==> config.mk <==
export PLATFORM = sky130hd
export DESIGN_NAME = mem_line_adapter
export DESIGN_NICKNAME = d
export VERILOG_FILES = /design/src/rtl/cache_pkg.sv /design/src/rtl/mem_line_adapter.sv
export SDC_FILE = /design/constraint.sdc
export NUM_CORES = 1
export LEC_CHECK = 0
export CAP_MARGIN = 25
export CORE_ASPECT_RATIO = 1.75
export CORE_MARGIN = 3
export CORE_UTILIZATION = 40
export DETAILED_ROUTE_END_ITERATION = 8
export PLACE_DENSITY = 0.77
export SKIP_CTS_REPAIR_TIMING = 1
export SLEW_MARGIN = 20
export SYNTH_ARGS = -nofsm -noshare
export SYNTH_HDL_FRONTEND = slang
export SYNTH_SLANG_ARGS = --single-unit
==> constraint.sdc <==
create_clock -name clk -period 8.3 [get_ports clk]
set_clock_uncertainty 0.15 [all_clocks]
set_input_delay 1.245 -clock clk [delete_from_list [all_inputs] [get_ports clk]]
set_output_delay 1.245 -clock clk [all_outputs]
set_load 0.05 [all_outputs]
==> src/rtl/cache_pkg.sv <==
// Shared types and sizing helpers for the cache memory-side datapath.
package cache_pkg;

  typedef enum logic [1:0] {
    IDLE     = 2'd0,
    WR_BEATS = 2'd1,
    RD_BEATS = 2'd2,
    RESP     = 2'd3
  } mem_adapt_state_t;

  function automatic int unsigned beats_of(input int unsigned line_w,
                                           input int unsigned word_w);
    return line_w / word_w;
  endfunction

  function automatic int unsigned line_off_bits(input int unsigned line_w);
    return $clog2(line_w / 8);
  endfunction

  function automatic int unsigned word_off_bits(input int unsigned word_w);
    return $clog2(word_w / 8);
  endfunction

endpackage

==> src/rtl/mem_line_adapter.sv <==
// Splits whole-line refill/write-back requests into word beats on a narrow
// memory bus and reassembles read beats into a line for the cache controller.
module mem_line_adapter
  import cache_pkg::*;
#(
  parameter int unsigned ADDR_WIDTH = 32,
  parameter int unsigned WORD_WIDTH = 32,
  parameter int unsigned LINE_WIDTH = 128
) (
  input  logic                  clk,
  input  logic                  rst,
  input  logic                  req_valid_mem,
  output logic                  req_ready_mem,
  input  logic                  read_en_mem,
  input  logic                  write_en_mem,
  input  logic [ADDR_WIDTH-1:0] req_addr,
  input  logic [LINE_WIDTH-1:0] req_wdata,
  output logic                  resp_valid_mem,
  input  logic                  resp_ready_mem,
  output logic [LINE_WIDTH-1:0] resp_rdata,
  output logic                  mem_cmd_valid,
  input  logic                  mem_cmd_ready,
  output logic                  mem_cmd_we,
  output logic [ADDR_WIDTH-1:0] mem_cmd_addr,
  output logic [WORD_WIDTH-1:0] mem_cmd_wdata,
  input  logic                  mem_rd_valid,
  input  logic [WORD_WIDTH-1:0] mem_rd_data,
  output logic                  proto_err
);

  localparam int unsigned BEATS = beats_of(LINE_WIDTH, WORD_WIDTH);
  localparam int unsigned IDX_W = $clog2(BEATS);
  localparam int unsigned CNT_W = IDX_W + 1;
  localparam int unsigned OFF_W = line_off_bits(LINE_WIDTH);
  localparam int unsigned WSH   = word_off_bits(WORD_WIDTH);
  localparam logic [CNT_W-1:0] BEATS_C = CNT_W'(BEATS);
  localparam logic [CNT_W-1:0] LAST_C  = CNT_W'(BEATS - 1);

  mem_adapt_state_t                    state;
  logic [ADDR_WIDTH-1:0]               base_addr;
  logic [BEATS-1:0][WORD_WIDTH-1:0]    line_buf;
  logic [CNT_W-1:0]                    cmd_cnt;
  logic [CNT_W-1:0]                    data_cnt;
  logic                                err_q;

  logic             req_take, accept, both_en, cmd_fire, rd_ok;
  logic [CNT_W-1:0] cmd_seen;

  always_comb begin
    req_ready_mem  = (state == IDLE);
    req_take       = req_valid_mem && req_ready_mem;
    accept         = req_take && (read_en_mem ^ write_en_mem);
    both_en        = req_take && read_en_mem && write_en_mem;
    mem_cmd_valid  = (state == WR_BEATS) || ((state == RD_BEATS) && (cmd_cnt != BEATS_C));
    mem_cmd_we     = (state == WR_BEATS);
    cmd_fire       = mem_cmd_valid && mem_cmd_ready;
    mem_cmd_addr   = base_addr + (ADDR_WIDTH'(cmd_cnt) << WSH);
    mem_cmd_wdata  = line_buf[cmd_cnt[IDX_W-1:0]];
    // A beat may return in the same cycle its command is accepted, so that
    // accept counts toward what is allowed to come back.
    cmd_seen       = cmd_cnt + CNT_W'(cmd_fire && (state == RD_BEATS));
    rd_ok          = mem_rd_valid && (state == RD_BEATS) && (data_cnt < cmd_seen);
    resp_valid_mem = (state == RESP);
    resp_rdata     = line_buf;
    proto_err      = err_q;
  end

  always_ff @(posedge clk or posedge rst) begin
    if (rst) begin
      state     <= IDLE;
      base_addr <= '0;
      line_buf  <= '0;
      cmd_cnt   <= '0;
      data_cnt  <= '0;
      err_q     <= 1'b0;
    end else begin
      if ((mem_rd_valid && !rd_ok) || both_en) err_q <= 1'b1;
      unique case (state)
        IDLE: begin
          if (accept) begin
            base_addr             <= req_addr;
            base_addr[OFF_W-1:0]  <= '0;
            line_buf              <= req_wdata;
            cmd_cnt               <= '0;
            data_cnt              <= '0;
            state                 <= write_en_mem ? WR_BEATS : RD_BEATS;
          end
        end
        WR_BEATS: begin
          if (cmd_fire) begin
            cmd_cnt <= cmd_cnt + 1'b1;
            if (cmd_cnt == LAST_C) state <= IDLE;
          end
        end
        RD_BEATS: begin
          if (cmd_fire) cmd_cnt <= cmd_cnt + 1'b1;
          if (rd_ok) begin
            line_buf[data_cnt[IDX_W-1:0]] <= mem_rd_data;
            data_cnt                      <= data_cnt + 1'b1;
            if (data_cnt == LAST_C) state <= RESP;
          end
        end
        RESP: begin
          if (resp_ready_mem) state <= IDLE;
        end
        default: state <= IDLE;
      endcase
    end
  end

endmodule

==> impl_metrics.csv, run 1 <==
group,metric,value,unit
run_status,status,"complete, no violations",
floorplanning,core,0.0246,mm2
grt,grt_pass1_wl,53.9,mm
finish,syn_to_final_growth,46.5,%
timing,relSlewSlack,34.3,%
critical_path,cp_slowest_cell,"clkdlybuf4s50_1",
min_path,min_path_type,"register to register",
grt,grt_max_degree,105,
routing,vias,8699,
clocking,cts_buffers,17,
routing,routed_via_density,5.47,
synth,avgSynthCellArea,11.0,um2
place,dp_slack,3.16,ns
floorplanning,fp.dieW,126,um
timing,final_max_slew_viol_count,0,
floorplanning,io-pin-count,397,
synth,ys.flop_type,"dfrtp_1",
timing,hold_violations,0,
timing,min_period_over_period,58.7,%
clocking,htreeDepth,4,
synth,ys_ff_latch,165,
power_and_ir_drop,switching_share,51.5,%
timing,setup_viol,0,
timing,setup_slack,3.43,ns
job,cap_viol_max_count,0,
floorplanning,dieHeight,216,um
timing,rsz0062_at_grt,"no",
power_and_ir_drop,total_power,7520,uW
finish,drive_gt1_share,17.1,%
synth,synth-edff-count,0,
synth,yosysTopAreaCell,"dfrtp_1",
floorplanning,start_util,40.7,%
timing,min_period,4.88,ns
synth,async_reset_ff_share,100,%
grt,antenna_found_initial,5,
clocking,clock_latency,0.44,ns
clocking,cts_buffer_depth,2,
routing,drtIter0Drc,503,
power_and_ir_drop,p_sw,3870,uW
critical_path,max_stage_delay,0.82,ns
power_and_ir_drop,internal_power,3650,uW
critical_path,critPathCaptureType,"output pin",
grt,grtUsageTotal,25.8,%
place,dpl_cell_area,0.0141,mm2
grt,grt_pass1_vias,9123,
place,hpwl,24.9,mm
critical_path,crit_chain,"ha_1 -> ha_1 -> and4_1 -> nand3_1 -> nor3_1 -> nand3_1 -> xnor2_1 -> clkdlybuf4s50_1",
timing,fmax,0.205,GHz
power_and_ir_drop,clockPowerShare,10.8,%
routing,drcViolationCount,0,
routing,wirelength,35.5,mm
synth,yosysSeqAreaShare,41.1,%
synth,synthDominantCellAreaShare,41.1,%
place,port_buffers,390,
synth,synth_area_leaders,"dfrtp_1, mux2_4, mux2_2",
floorplanning,die-area,0.0271,mm2
power_and_ir_drop,ir_drop,0.000345,V
critical_path,critPathMaxFanout,6,
clocking,cts.sinks,165,
synth,netlist_area,0.0100,mm2
floorplanning,rows,76,
clocking,cts_tree,"done",
power_and_ir_drop,p_seq_share,21.4,%
power_and_ir_drop,p_leak,0.00625,uW
routing,first_pass_iters,4,
finish,stdcell_area,0.0147,mm2
clocking,root_buffer,"clkbuf_16",
synth,yosys_warnings,0,
grt,overflow,0,
finish,nets,1479,
routing,ant_nets,0,
critical_path,critPathLaunchType,"register",
clocking,path_clk_slew,0.07,ns
power_and_ir_drop,p_per_area,511,mW/mm2
timing,setup_tns,0,ns
finish,fillers,2021,
critical_path,crit_type,"register to output pin",
synth,ys_types,56,
timing,worst_slew_pin_slew,0.985,ns
critical_path,required,6.90,ns
routing,wl_per_cell,22.3,um
place,place.gp.congestion,0.896,
power_and_ir_drop,p_comb_share,67.9,%
synth,syn_inst,911,
critical_path,arrival,3.48,ns
finish,fin_util,59.7,%
-- flip-flops by register name (all words and copies together) (netlist names) --
name and flops:
cmd_cnt 3, base_addr 28, resp_rdata 128, state 2, data_cnt 3, proto_err 1
-- layout make-up --
type	instances	area (um2)	area share (%)
diodes	4	10.0	0.0681
clock buffers	20	467	3.18
clock inverters	12	128	0.868
inverters	110	418	2.84
multi-input cells	568	5160	35.1
flip-flops and latches	165	4130	28.1
well taps	312	390	2.66
repair buffers	399	4000	27.2
-- cells by family (layout without fill, tap and decap cells) --
kind of cell             after synthesis  in the layout  share of synthesized area (%)
buffers and inverters                179            541                           7.94
adder cells (fa/ha/maj)               18             18                           2.24
AO/OA/AOI/OAI                        166            166                           10.6
other                                  1              6                         0.0374
multiplexers                         193            193                           27.1
XOR/XNOR                              28             28                           2.52
AND/OR/NAND/NOR                      161            161                           8.44
flip-flops                           165            165                           41.1
-- metrics by stage --
| stage | hold WS [ns] | cells |
|---|---|---|
| after floorplan | 0.336 | 912 |
| after global placement | 0.345 | 1552 |
| after detailed placement | 0.356 | 1553 |
| after CTS | 0.372 | 1585 |
| after global routing | 0.385 | 1590 |
| final | 0.369 | 1590 |
-- cell usage after synthesis (5+ instances only) --
| cell type | count |
|---|---|
| dfrtp_1 | 165 |
| inv_1 | 110 |
| nand3_1 | 104 |
| o21ai_0 | 101 |
| mux2_2 | 67 |
| mux2_4 | 51 |
| mux2_1 | 40 |
| clkbuf_1 | 33 |
| a22o_1 | 32 |
| mux4_2 | 32 |
| xnor2_1 | 20 |
| ha_1 | 18 |
| nand2_1 | 18 |
| buf_2 | 16 |
| buf_6 | 12 |
| nor2_1 | 9 |
| xor2_1 | 7 |
| a21oi_1 | 6 |
| nand4_1 | 6 |
| and4_1 | 5 |
-- metal layers --
metal | up-vias | global-route usage [%] | routed length, um
met5 | - | 0 | 13
met1 | 4328 | 28.7 | 13300
met4 | 2 | 14.0 | 1790
met2 | 346 | 45.9 | 18600
met3 | 94 | 5.32 | 1830
li1 | 3929 | - | -
-- power groups by stage --
stage | clock [uW] | combinational (uW) | sequential [uW]
2_1_floorplan | 0 | 2530 | 2540
3_3_place_gp | 0 | 5010 | 1600
3_5_place_dp | 0 | 5080 | 1620
4_1_cts | 826 | 5100 | 1620
5_1_grt | 855 | 5300 | 1660
6_report | 810 | 5100 | 1610
-- critical path, delay by kind of cell, from the launching register on --
family	cells	cell delay [ns]
xor gates and xnor gates	1	0.18
adders and majority gates	2	0.51
buffers and inverters	1	0.82
DFF	1	0.47
and+or+nand+nor	4	1.04
-- placed cells by master, fill, tap and decap left out, types with 4 or more instances in the layout --
master	n
a21oi_1	6
a22o_1	32
and4_1	5
buf_4	7
clkbuf_16	17
clkdlybuf4s50_1	390
clkinv_2	4
clkinvlp_4	4
dfrtp_1	163
diode_2	4
ha_1	14
inv_1	108
mux2_1	40
mux2_2	67
mux2_4	51
mux4_2	32
nand2_1	18
nand3_1	104
nand4_1	6
nor2_1	9
nor3_1	4
o21ai_0	101
xnor2_1	20
xor2_1	7
-- path summary, 6_finish.rpt --
| kind | startpoint | slack (ns) | to | cells after the start |
|---|---|---|---|---|
| max | cmd_cnt[2]$_DFFE_PP0P_ | 3.43 | mem_cmd_addr[26] | 8 |
| max in group asynchronous | rst | 5.23 | resp_rdata[95]$_DFFE_PP0P_ | 3 |
| min | base_addr[4]$_DFFE_PP0P_ | 0.37 | base_addr[4]$_DFFE_PP0P_ | 1 |
| min reg2reg | base_addr[4]$_DFFE_PP0P_ | 0.37 | base_addr[4]$_DFFE_PP0P_ | 1 |
| min in group asynchronous | rst | 1.20 | base_addr[6]$_DFFE_PP0P_ | 2 |
| max reg2reg | state[0]$_DFFE_PP0P_ | 3.43 | resp_rdata[62]$_DFFE_PP0P_ | 14 |
(Power assumes the default switching activity.)
==> run 2: changes to the inputs <==
Settings changed: PLACE_DENSITY 0.77 to 0.8.
Clock period 8.3 ns to 4.3 ns, I/O delays scaled along.
==> run 2 against run 1 <==
  * Setup slack got worse by 3.2 ns
  * Combinational power rose by 94%
  * Sequential power rose by 93%
  * Non-clock buffer count rose by 12
  * Sequential share of layout area fell by 0.39 points
  * First-iteration DRC count fell by 7.4%
==> impl_metrics.csv, run 2 (same netlist as run 1, synthesis figures left out) <==
group,metric,value,unit
run_status,status,"complete, no violations",
finish,layout.cells.non_filler,1601,
power_and_ir_drop,p_leak,0.00640,uW
clocking,clock_latency,0.44,ns
clocking,cts_buffer_depth,2,
critical_path,crit_type,"register to output pin",
job,cap_viol_max_count,0,
critical_path,r2r_slack,0.66,ns
power_and_ir_drop,total_power,14700,uW
timing,fmax,0.246,GHz
critical_path,critPathMaxFanout,6,
finish,seq_area,0.00413,mm2
power_and_ir_drop,ir_drop,0.000889,V
grt,overflow,0,
grt,grt_pass1_vias,9350,
clocking,htreeDepth,4,
routing,first_pass_iters,5,
floorplanning,dieHeight,216,um
finish,final_cell_mix,"clkdlybuf4s50_1, dfrtp_1, inv_1",
floorplanning,start_util,40.7,%
place,port_buffers,390,
timing,setup_viol,0,
min_path,min_from,"base_addr[4]$_DFFE_PP0P_",
min_path,min_path_type,"register to register",
grt,antenna_found_initial,4,
place,place.gp.congestion,0.907,
critical_path,required,3.50,ns
power_and_ir_drop,p_per_area,988,mW/mm2
routing,routed_via_density,5.50,
floorplanning,fp.dieW,126,um
floorplanning,io-pin-count,397,
timing,worst_slew_pin_slew,0.960,ns
place,hpwl,25.4,mm
timing,rsz0062_at_grt,"no",
finish,fillers,1972,
place,dp_cells,1565,
critical_path,arrival,3.27,ns
timing,min_period,4.06,ns
routing,drtIter0Drc,466,
critical_path,ff2ff_path_depth,14,
clocking,root_buffer,"clkbuf_16",
min_path,hold_path_end,"base_addr[4]$_DFFE_PP0P_",
finish,multi_input_area,0.00516,mm2
routing,drcViolationCount,0,
grt,grt_max_degree,121,
critical_path,reg2reg_from,"state[0]$_DFFE_PP0P_",
timing,final_max_slew_viol_count,0,
routing,wl_per_cell,22.2,um
finish,drive_gt1_share,18.0,%
place,dp_slack,0.449,ns
clocking,cts_buffers,17,
timing,setup_slack,0.238,ns
grt,grtUsageTotal,25.7,%
min_path,hold_depth,1,
finish,fin_util,60.5,%
finish,syn_to_final_growth,48.5,%
critical_path,critPathLaunchType,"register",
timing,relSlewSlack,36.0,%
grt,grt_pass1_wl,53.9,mm
floorplanning,rows,76,
clocking,path_clk_slew,0.07,ns
finish,layout_commonest_cell,"clkdlybuf4s50_1",
finish,largest_register_ffs,128,
clocking,cts.sinks,165,
routing,vias,8799,
critical_path,critPathCaptureType,"output pin",
critical_path,r2r-end,"resp_rdata[94]$_DFFE_PP0P_",
routing,wirelength,35.5,mm
floorplanning,core,0.0246,mm2
timing,hold_violations,0,
timing,min_period_over_period,94.5,%
finish,nets,1491,
floorplanning,die-area,0.0271,mm2
routing,ant_nets,0,
clocking,cts_tree,"done",
run 2: cell types whose count changed in the layout (fill, tap and decap cells not counted):
| cell | delta |
|---|---|
| buf_12 | +2 |
| buf_16 | +1 |
| buf_4 | +9 |
| bufinv_16 | +3 |
| clkbuf_8 | -1 |
| clkdlybuf4s50_1 | -4 |
| clkinv_4 | +2 |
| clkinvlp_4 | -2 |
| diode_2 | -1 |
| dlymetal6s2s_1 | +4 |
| inv_6 | -2 |
| nor3_1 | -1 |
| nor3_2 | +1 |
run 2: power breakdown:
group | leakage, uW | internal (uW) | switching [uW]
Sequential | 0.00201 | 2330 | 779
Combinational | 0.00406 | 3860 | 6040
Clock | 0.000323 | 1060 | 653
Total | 0.00640 | 7260 | 7470
run 2: worst max-delay path, stage by stage (launching register included):
cell and delay [ns]:
dfrtp_1 0.47, ha_1 0.28, ha_1 0.22, and4_1 0.25
nand3_1 0.17, or2_2 0.39, xnor2_1 0.21, clkdlybuf4s50_1 0.84
run 2: how the worst max path moves through the flow:
| stage | slack, ns | startpoint | to | cells past startpoint |
|---|---|---|---|---|
| after floorplan | 0.65 | cmd_cnt[0]$_DFFE_PP0P_ | resp_rdata[100]$_DFFE_PP0P_ | 16 |
| after global placement | 0.45 | mem_cmd_ready | resp_rdata[94]$_DFFE_PP0P_ | 12 |
| after detailed placement | 0.45 | mem_cmd_ready | resp_rdata[94]$_DFFE_PP0P_ | 12 |
| after CTS | -0.004 | cmd_cnt[2]$_DFFE_PP0P_ | mem_cmd_addr[28] | 8 |
| after global routing | 0.04 | cmd_cnt[2]$_DFFE_PP0P_ | mem_cmd_addr[16] | 7 |
| final | 0.24 | cmd_cnt[2]$_DFFE_PP0P_ | mem_cmd_addr[16] | 7 |
run 2: area by class of cell:
| type | instances | share of cell area, % |
|---|---|---|
| diodes | 3 | 0.0504 |
| clock inverters | 13 | 1.37 |
| repair buffers | 411 | 27.8 |
| well taps | 312 | 2.62 |
| inverters | 110 | 2.80 |
| clock buffers | 19 | 3.04 |
| flip-flops and latches | 165 | 27.7 |
| multi-input cells | 568 | 34.6 |
run 2: through the flow:
stage	TNS (ns)	area, um2	hold WS [ns]
final	0	14900	0.371
after global routing	0	14900	0.393
after CTS	-0.00416	14900	0.373
after detailed placement	0	14200	0.359
after global placement	0	14200	0.346
after floorplan	0	10000	0.336
run 2: metal layers:
metal	vias to the layer above	part of all wire (%)	track usage [%]
li1	3953	-	-
met2	420	53	46.2
met5	-	0.056	0
met3	118	6.1	5.25
met1	4306	35	27.4
met4	2	5.8	15.6
